**config.mk**
```make
export PLATFORM = sky130hd
export DESIGN_NAME = shift_arbiter
export DESIGN_NICKNAME = d
export VERILOG_FILES = /design/src/rtl/shift_arbiter_pkg.sv /design/src/rtl/barrel_rotate.sv /design/src/rtl/shift_arbiter.sv
export SDC_FILE = /design/constraint.sdc
export NUM_CORES = 1
export LEC_CHECK = 0
export BUFFER_PORTS_ARGS = -buffer_cell sky130_fd_sc_hd__buf_2
export CORE_UTILIZATION = 40
export CTS_CLUSTER_DIAMETER = 150
export DETAILED_ROUTE_END_ITERATION = 16
export PLACE_DENSITY_LB_ADDON = 0.1
export REMOVE_ABC_BUFFERS = 1
export SETUP_SLACK_MARGIN = 0.15
export SLEW_MARGIN = 20
export SYNTH_ARGS = -nofsm -noshare
export SYNTH_HDL_FRONTEND = slang
export SYNTH_HIERARCHICAL = 1
export SYNTH_SLANG_ARGS = --single-unit
```
**constraint.sdc**
```tcl
create_clock -name clk -period 10.3 [get_ports clk]
set_input_delay 1.545 -clock clk [delete_from_list [all_inputs] [get_ports clk]]
set_output_delay 1.545 -clock clk [all_outputs]
set_load 0.02 [all_outputs]
```
**src/rtl/shift_arbiter_pkg.sv**
```systemverilog
// Shared constants and types for the shift arbiter and its rotator.
package shift_arbiter_pkg;

    localparam int unsigned DEF_N_REQ = 4;
    localparam int unsigned DEF_WIDTH = 32;
    localparam int unsigned DEF_AMT_W = 8;

    typedef enum logic {
        DIR_LEFT  = 1'b0,
        DIR_RIGHT = 1'b1
    } dir_e;

    typedef enum logic {
        ST_EMPTY = 1'b0,
        ST_FULL  = 1'b1
    } state_e;

endpackage

```
**src/rtl/barrel_rotate.sv**
```systemverilog
// Combinational barrel rotator: log2(WIDTH) power-of-two left-rotate stages.
module barrel_rotate
    import shift_arbiter_pkg::*;
#(
    parameter int unsigned WIDTH = DEF_WIDTH
) (
    input  logic [WIDTH-1:0]         data,
    input  logic [$clog2(WIDTH)-1:0] amt,
    input  logic                     dir,
    output logic [WIDTH-1:0]         result
);

    localparam int unsigned SH_W = $clog2(WIDTH);

    logic [SH_W-1:0]  neg_amt;
    logic [SH_W-1:0]  left_amt;
    logic [WIDTH-1:0] stage [SH_W+1];

    // A right rotate by a equals a left rotate by (WIDTH - a) mod WIDTH.
    assign neg_amt  = ~amt + 1'b1;
    assign left_amt = (dir == DIR_RIGHT) ? neg_amt : amt;
    assign stage[0] = data;

    for (genvar i = 0; i < SH_W; i++) begin : g_stage
        assign stage[i+1] = left_amt[i]
            ? ((stage[i] << (2**i)) | (stage[i] >> (WIDTH - 2**i)))
            : stage[i];
    end

    assign result = stage[SH_W];

endmodule

```
**src/rtl/shift_arbiter.sv**
```systemverilog
// Round-robin arbiter feeding a shared barrel rotator into a single-entry
// result register with valid/ready backpressure.
module shift_arbiter
    import shift_arbiter_pkg::*;
#(
    parameter int unsigned N_REQ = DEF_N_REQ,
    parameter int unsigned WIDTH = DEF_WIDTH,
    parameter int unsigned AMT_W = DEF_AMT_W
) (
    input  logic                     clk,
    input  logic                     rst,
    input  logic [N_REQ-1:0]         req_valid,
    output logic [N_REQ-1:0]         req_ready,
    input  logic [N_REQ*WIDTH-1:0]   req_data,
    input  logic [N_REQ*AMT_W-1:0]   req_amt,
    input  logic [N_REQ-1:0]         req_dir,
    output logic                     rsp_valid,
    input  logic                     rsp_ready,
    output logic [WIDTH-1:0]         rsp_data,
    output logic [$clog2(N_REQ)-1:0] rsp_id
);

    localparam int unsigned ID_W = $clog2(N_REQ);
    localparam int unsigned SH_W = $clog2(WIDTH);

    state_e           state;
    logic [ID_W-1:0]  rr_ptr;
    logic [ID_W-1:0]  gnt_idx;
    logic [ID_W-1:0]  cand;
    logic             gnt_any;
    logic             slot_free;
    logic             grant;
    int unsigned      scan_idx;
    logic [WIDTH-1:0] sel_data;
    logic [SH_W-1:0]  sel_amt;
    logic             sel_dir;
    logic [WIDTH-1:0] rot_data;

    always_comb begin
        gnt_any  = 1'b0;
        gnt_idx  = '0;
        scan_idx = 0;
        cand     = '0;
        for (int unsigned k = 0; k < N_REQ; k++) begin
            scan_idx = (32'(rr_ptr) + k) % N_REQ;
            cand     = ID_W'(scan_idx);
            if (!gnt_any && req_valid[cand]) begin
                gnt_any = 1'b1;
                gnt_idx = cand;
            end
        end
    end

    assign slot_free = !rsp_valid || rsp_ready;
    assign grant     = gnt_any && slot_free && !rst;
    assign req_ready = grant ? (N_REQ'(1) << gnt_idx) : '0;

    // Only the low log2(WIDTH) amount bits matter: rotation is mod WIDTH.
    assign sel_data = req_data[32'(gnt_idx)*WIDTH +: WIDTH];
    assign sel_amt  = SH_W'(req_amt >> (32'(gnt_idx)*AMT_W));
    assign sel_dir  = req_dir[gnt_idx];

    barrel_rotate #(
        .WIDTH(WIDTH)
    ) u_rotate (
        .data   (sel_data),
        .amt    (sel_amt),
        .dir    (sel_dir),
        .result (rot_data)
    );

    always_ff @(posedge clk) begin
        if (rst) begin
            state     <= ST_EMPTY;
            rsp_valid <= 1'b0;
            rsp_data  <= '0;
            rsp_id    <= '0;
            rr_ptr    <= '0;
        end else begin
            if (grant) begin
                rsp_data <= rot_data;
                rsp_id   <= gnt_idx;
                rr_ptr   <= (gnt_idx == ID_W'(N_REQ - 1)) ? '0 : gnt_idx + 1'b1;
            end
            case (state)
                ST_EMPTY: begin
                    if (grant) begin
                        state     <= ST_FULL;
                        rsp_valid <= 1'b1;
                    end
                end
                ST_FULL: begin
                    if (rsp_ready && !grant) begin
                        state     <= ST_EMPTY;
                        rsp_valid <= 1'b0;
                    end
                end
                default: begin
                    state     <= ST_EMPTY;
                    rsp_valid <= 1'b0;
                end
            endcase
        end
    end

endmodule

```
; Word-level counts from Yosys, hierarchy flattened
; Index checks and enable logic that the tools add are counted.
[op_classes]
add_sub_neg = 5
magnitude_cmp = 5
n_eq_ne = 3
shifts = 3
n_mux = 32
bitwise_logic = 7
n_reduce_logical = 14
[op_table]
columns = cell, count
row1 = $mux 32, 5
row2 = $shiftx 128x8->32, 1
row3 = $or 32x1->32, 1
row4 = $or 32x16->32, 1
row5 = $or 32x2->32, 1
row6 = $or 32x4->32, 1
row7 = $or 32x8->32, 1
row8 = $shr 32x5->5, 1
row9 = $lt 2x3->1 const B, 5
row10 = $mux 1, 13
row11 = $bmux 1 s2, 5
row12 = $mux 2, 5
row13 = $logic_and 1x1->1, 6
row14 = $logic_not 1->1, 6
row15 = $add 5x1->5 const B, 1
row16 = $mux 5, 1
row17 = $not 5->5, 1
row18 = $add 2x1->2 const B, 2
row19 = $add 2x2->2 const B, 2
row20 = $mux 4, 1
row21 = $pmux 1 s2, 2
row22 = $shl 1x2->4 const A, 1
row23 = $eq 2x2->1 const B, 1
row24 = $ne 2x1->1 const B, 1
row25 = other kinds (4), 4
[totals]
ff_bits = 38
in_bits = 171

; Depth between registers and ports, before layout
[logic_depth]
ltp_word = 25
ltp_mapped = 20

; By module
; Netlist, hierarchy kept.
[by_module_without_submodules]
columns = module, instances, cells_each, area_per_inst_um2, seq_area_each_um2
row1 = shift_arbiter, 1, 306, 2746.4, 760.7
row2 = barrel_rotate, 1, 233, 1811.7, 0.0

; Worst setup path after synthesis
; OpenSTA, ideal clock, no wires.
[synth_timing]
path_kind = input port to flip-flop
startpoint = input req_valid[0]
endpoint = register rsp_data[10]
setup_ns = 0.128
arrival_ns = 4.484
t_required_ns = 10.172
path_slack_ns = 5.688
stages = 20
path_cell_list = a21o_1 -> a21oi_1 -> o22a_1 -> buf_2 -> buf_4 -> mux2i_1 -> mux2i_1 -> buf_2 -> buf_2 -> inv_1 -> ha_1 -> nor3b_1 -> o21a_1 -> or3_1 -> clkbuf_1 -> buf_2 -> o22ai_1 -> nor2_1 -> nand2_1 -> o21ai_1
[synth_via]
elab_chain_len = 25
elab_cells_between_ends = 41
classes_between = add/sub: 1 / shift: 2 / mux: 24 / bitwise: 6 / reduce/logical: 8
[synth_lines]
columns = item, line
row1 = "start, declared", shift_arbiter.sv:12  ; input logic [N_REQ-1:0] req_valid,
row2 = $bmux 1 s2, shift_arbiter.sv:47  ; if (!gnt_any && req_valid[cand]) begin
row3 = $mux 1 (implied by the code), shift_arbiter.sv:47
row4 = $mux 1, shift_arbiter.sv:47
row5 = $logic_not 1->1, shift_arbiter.sv:47
row6 = $logic_and 1x1->1, shift_arbiter.sv:47
row7 = $mux 1, shift_arbiter.sv:47
row8 = $logic_not 1->1, shift_arbiter.sv:47
row9 = $logic_and 1x1->1, shift_arbiter.sv:47
row10 = [... 5 more ...], --
row11 = net sel_amt[0], shift_arbiter.sv:35  ; logic [SH_W-1:0] sel_amt;
row12 = [... 5 more ...], --
row13 = $mux 32, barrel_rotate.sv:26  ; ? ((stage[i] << (2**i)) | (stage[i] >> (WIDTH - 2**i)))
row14 = $or 32x4->32, barrel_rotate.sv:26
row15 = $mux 32, barrel_rotate.sv:26
row16 = $or 32x8->32, barrel_rotate.sv:26
row17 = $mux 32, barrel_rotate.sv:26
row18 = $or 32x16->32, barrel_rotate.sv:26
row19 = $mux 32 *, barrel_rotate.sv:26
row20 = net rot_data[10], shift_arbiter.sv:37  ; logic [WIDTH-1:0] rot_data;
row21 = "end signal, assigned", shift_arbiter.sv:81  ; rsp_data <= rot_data;
row22 = "end, declared", shift_arbiter.sv:19  ; output logic [WIDTH-1:0] rsp_data,
; The timed path passes the listed nets; every way through them passes the cells marked *. The select of a mux whose other input is x is not followed.
; A chain may end at the register's enable or synchronous reset.

; Worst setup path after layout
[layout_timing]
startpoint = input req_valid[1]
endpoint = register rsp_data[23]
[layout_via]
elab_cells_between_ends = 41
classes_between = add/sub: 1 / shift: 2 / mux: 24 / bitwise: 6 / reduce/logical: 8
[layout_rtl]
columns = item, line
row1 = $bmux 1 s2, shift_arbiter.sv:47
row2 = $mux 1 (implied by the code), shift_arbiter.sv:47
row3 = $mux 1, shift_arbiter.sv:47
row4 = $logic_not 1->1, shift_arbiter.sv:47
row5 = $logic_and 1x1->1, shift_arbiter.sv:47
row6 = $mux 1, shift_arbiter.sv:47
row7 = $logic_not 1->1, shift_arbiter.sv:47
row8 = $logic_and 1x1->1, shift_arbiter.sv:47
row9 = [... 5 more ...], --
row10 = net sel_amt[1], shift_arbiter.sv:35
row11 = [... 3 more ...], --
row12 = $mux 32, barrel_rotate.sv:26
row13 = $or 32x4->32, barrel_rotate.sv:26
row14 = $mux 32, barrel_rotate.sv:26
row15 = $or 32x8->32, barrel_rotate.sv:26
row16 = $mux 32, barrel_rotate.sv:26
row17 = $or 32x16->32, barrel_rotate.sv:26
row18 = $mux 32 *, barrel_rotate.sv:26
row19 = net rot_data[23], shift_arbiter.sv:37
; Marks and branches as above.

==> flow_summary_export.csv <==
group,metric,value,unit
worst_setup_path,crit_path_top_delay_cell,"or3_1",
worst_setup_path,crit_type,"in2reg",
global_route,grt_overflow_total,0,
timing,fin_crit_sh,55.39,%
clock_tree,cts_tree,"done",
clock_tree,postCtsSetupBuffers,0,
synthesis,ys_seq_elements,38,
synthesis,ys_warn_count,6,
global_route,antenna_found_initial,0,
power_and_ir_drop,p_per_area,256.9,mW/mm^2
worst_setup_path,cp_top_family,"simple AND/OR/NAND/NOR gates",
floorplan,rows,38,
timing,tns,0,ns
worst_setup_path,worstPathRequired,10.51,ns
clock_tree,root_buffer,"clkbuf_16",
route,firstDrtPassIters,4,
job,maxCapViolations,0,
timing,finalClockSkew,0.003342,ns
finish,antenna_cells,0,
timing,finalCriticalPeriod,5.705,ns
timing,max_freq,175.3,MHz
placement,placed_area,0.005540,mm^2
global_route,grt_max_degree,67,
clock_tree,cts_resized,0,
synthesis,syn-instance-count,539,
placement,port_buffers,197,
route,routed-via-count,4526,
timing,hold_viol_final,0,
synthesis,synthFlopType,"dfxtp_1",
finish,fin_area,0.005769,mm^2
timing,worstMarginPinSlew,1.037,ns
worst_hold_path,holdCritPathClass,"reg2reg",
synthesis,synthTopCellsByArea,"mux2i_1 40%, dfxtp_1 17%, o22ai_1 8.9%, mux2_2 7.9%, nand2b_1 4.9%",
global_route,grt_util_met1,28.05,%
route,wire_per_inst,15.52,um
worst_setup_path,crit_path_end_kind,"flip-flop",
route,drc,0,
worst_setup_path,cp.arrival,5.92,ns
global_route,grt_use_met3,2.451,%
route,antenna_left,0,
clock_tree,cts_sinks,38,
worst_setup_path,worst_path_largest_cell_delay,0.90,ns
clock_tree,cts_buffer_depth,2,
global_route,busiest_layer,"met2",
worst_setup_path,crit_chain,"buf_2, nand2b_1, a21oi_1, a211oi_4, buf_4, mux2i_1, inv_1, ha_1, nor3b_1, nor3_1, or3_1, o22ai_1, nor2_1, nand2_1, o21ai_1",
power_and_ir_drop,ir_drop,0.1533,mV
synthesis,synth_top_cell_by_area,"mux2i_1",
synthesis,synth_cell_type_count,35,
route,drt_iter0_drc,297,
synthesis,syn_area_per_cell,8.457,um^2
clock_tree,clk_pin_slew,0.06,ns
floorplan,start_util,41.50,%
clock_tree,cts_hold_buf,0,
synthesis,synth_edf_count,0,
global_route,grt_pass1_vias,4178,
power_and_ir_drop,p_leak,0.002758,uW
global_route,grt_util_all_layers,21.27,%
placement,place.gp.congestion,0.8389,
timing,slew_headroom,30.88,%
timing,setup_viol,0,
floorplan,die-area,0.01183,mm^2
finish,nets,873,
worst_setup_path,start_kind,"primary input",
synthesis,yosys-top-cells-count,"180 x mux2i_1, 65 x o22ai_1, 39 x nor2_1",
finish,drive_above_1_share,36.32,%
placement,hpwl,10260,um
synthesis,synth_async_sr_flop_share,0,%
route,post_drt_via_cell_ratio,5.375,
synthesis,yosysSeqAreaShare,16.69,%
synthesis,syn_area,0.004558,mm^2
global_route,grt_first_pass_wirelength,20040,um
floorplan,core_area,0.01098,mm^2
worst_setup_path,cp_max_fo,40,
route,finalWirelength,13070,um
worst_setup_path,critPathBufInv,3,
clock_tree,numCtsBuffers,5,
finish,areaGrowthSynthToFinish,26.57,%
synthesis,synth_most_common_cell,"mux2i_1",
outcome,status,"completed",
floorplan,die_y,108.8,um
clock_tree,cts-htree-levels,2,
floorplan,num_io_pins,210,
floorplan,fp.dieW,108.8,um
synthesis,synth_top_area_share,39.53,%
global_route,grt_util_met2,36.98,%
timing,slew_viol_final,0,
timing,rsz0062_at_grt,"false",
clock_tree,worstSkewPairLatency,0.28,ns
## kinds of logic (layout without fill, tap and decap cells)
group                      Yosys count  count (layout)  share of synthesized area, %
muxes                              213             213                         47.93
and+or+nand+nor                    121             121                         13.23
AOI/OAI and AO/OA                  110             110                         14.80
buffers and inverters               53             216                         6.341
DFF                                 38              38                         16.69
xor gates and xnor gates             3               3                        0.7413
adders and majority gates            1               1                        0.2745
## final cells by class
cell class	instances	area, um^2
Clock buffer	6	138.9
Clock inverter	2	60.06
Fill cell	1084	5214
Inverter	5	18.77
Multi-Input combinational cell	448	3577
Sequential cell	38	760.7
Tap cell	140	175.2
Timing Repair Buffer	203	1039
## layer usage
metal  vias up  part of all wire, %
met4         0                 0.80
li1       2308                    -
met5         -                    0
met3         7                  5.1
met2       136                   48
met1      2075                   46
## report_power, final
| group | total [uW] | internal [uW] | switching, uW |
|---|---|---|---|
| clock network | 206 | 145 | 60.8 |
| logic | 1040 | 423 | 616 |
| registers | 238 | 208 | 29.3 |
| total | 1480 | 776 | 706 |
## worst min-delay path, stage by stage, from the launching register on
cell	delay [ns]
dfxtp_1	0.30
nand2b_1	0.06
o21ai_1	0.05
## registers in the layout (all words and copies together) (netlist names)
| signal | count |
|---|---|
| state | 1 |
| rsp_data | 32 |
| rsp_id | 2 |
| rsp_valid | 1 |
| rr_ptr | 2 |
## cells in the final DEF (no fill, tap or decap), drive strengths merged
cell,synthesis,layout
a211oi,1,1
a21o,2,2
a21oi,3,3
a221oi,1,1
a311oi,1,1
and2b,1,1
and3,1,1
and3b,1,1
buf,31,203
bufinv,0,2
clkbuf,17,6
dfxtp,38,38
ha,1,1
inv,5,5
mux2,32,32
mux2i,181,181
nand2,33,33
nand2b,36,36
nor2,39,39
nor2b,2,2
nor3,2,2
nor3b,2,2
nor4,2,2
o21a,1,1
o21ai,34,34
o22a,1,1
o22ai,65,65
o31ai,1,1
or3,2,2
xnor2,2,2
xor2,1,1
## through the flow
stage,power [uW],setup WS (ns),cells,hold slack (ns),utilization [%]
after floorplan,1026,1.240,491,0.4487,-
after global placement,1240,4.394,833,0.4502,50.44
after detailed placement,1266,4.226,833,0.4506,50.44
after CTS,1480,4.495,841,0.4622,52.26
after global routing,1598,4.175,842,0.4779,52.53
final,1482,4.595,842,0.4608,52.53
## worst paths after layout
| kind | end | startpoint | slack, ns | cells past startpoint |
|---|---|---|---|---|
| setup / recovery | rsp_data[23] | req_valid[1] | 4.60 | 15 |
| hold / removal | rsp_data[17] | rsp_data[17] | 0.46 | 2 |
| setup reg to reg | rsp_data[23] | rr_ptr[0] | 5.56 | 14 |
| hold reg to reg | rsp_data[17] | rsp_data[17] | 0.46 | 2 |
Power figures use the tool's default switching activity.
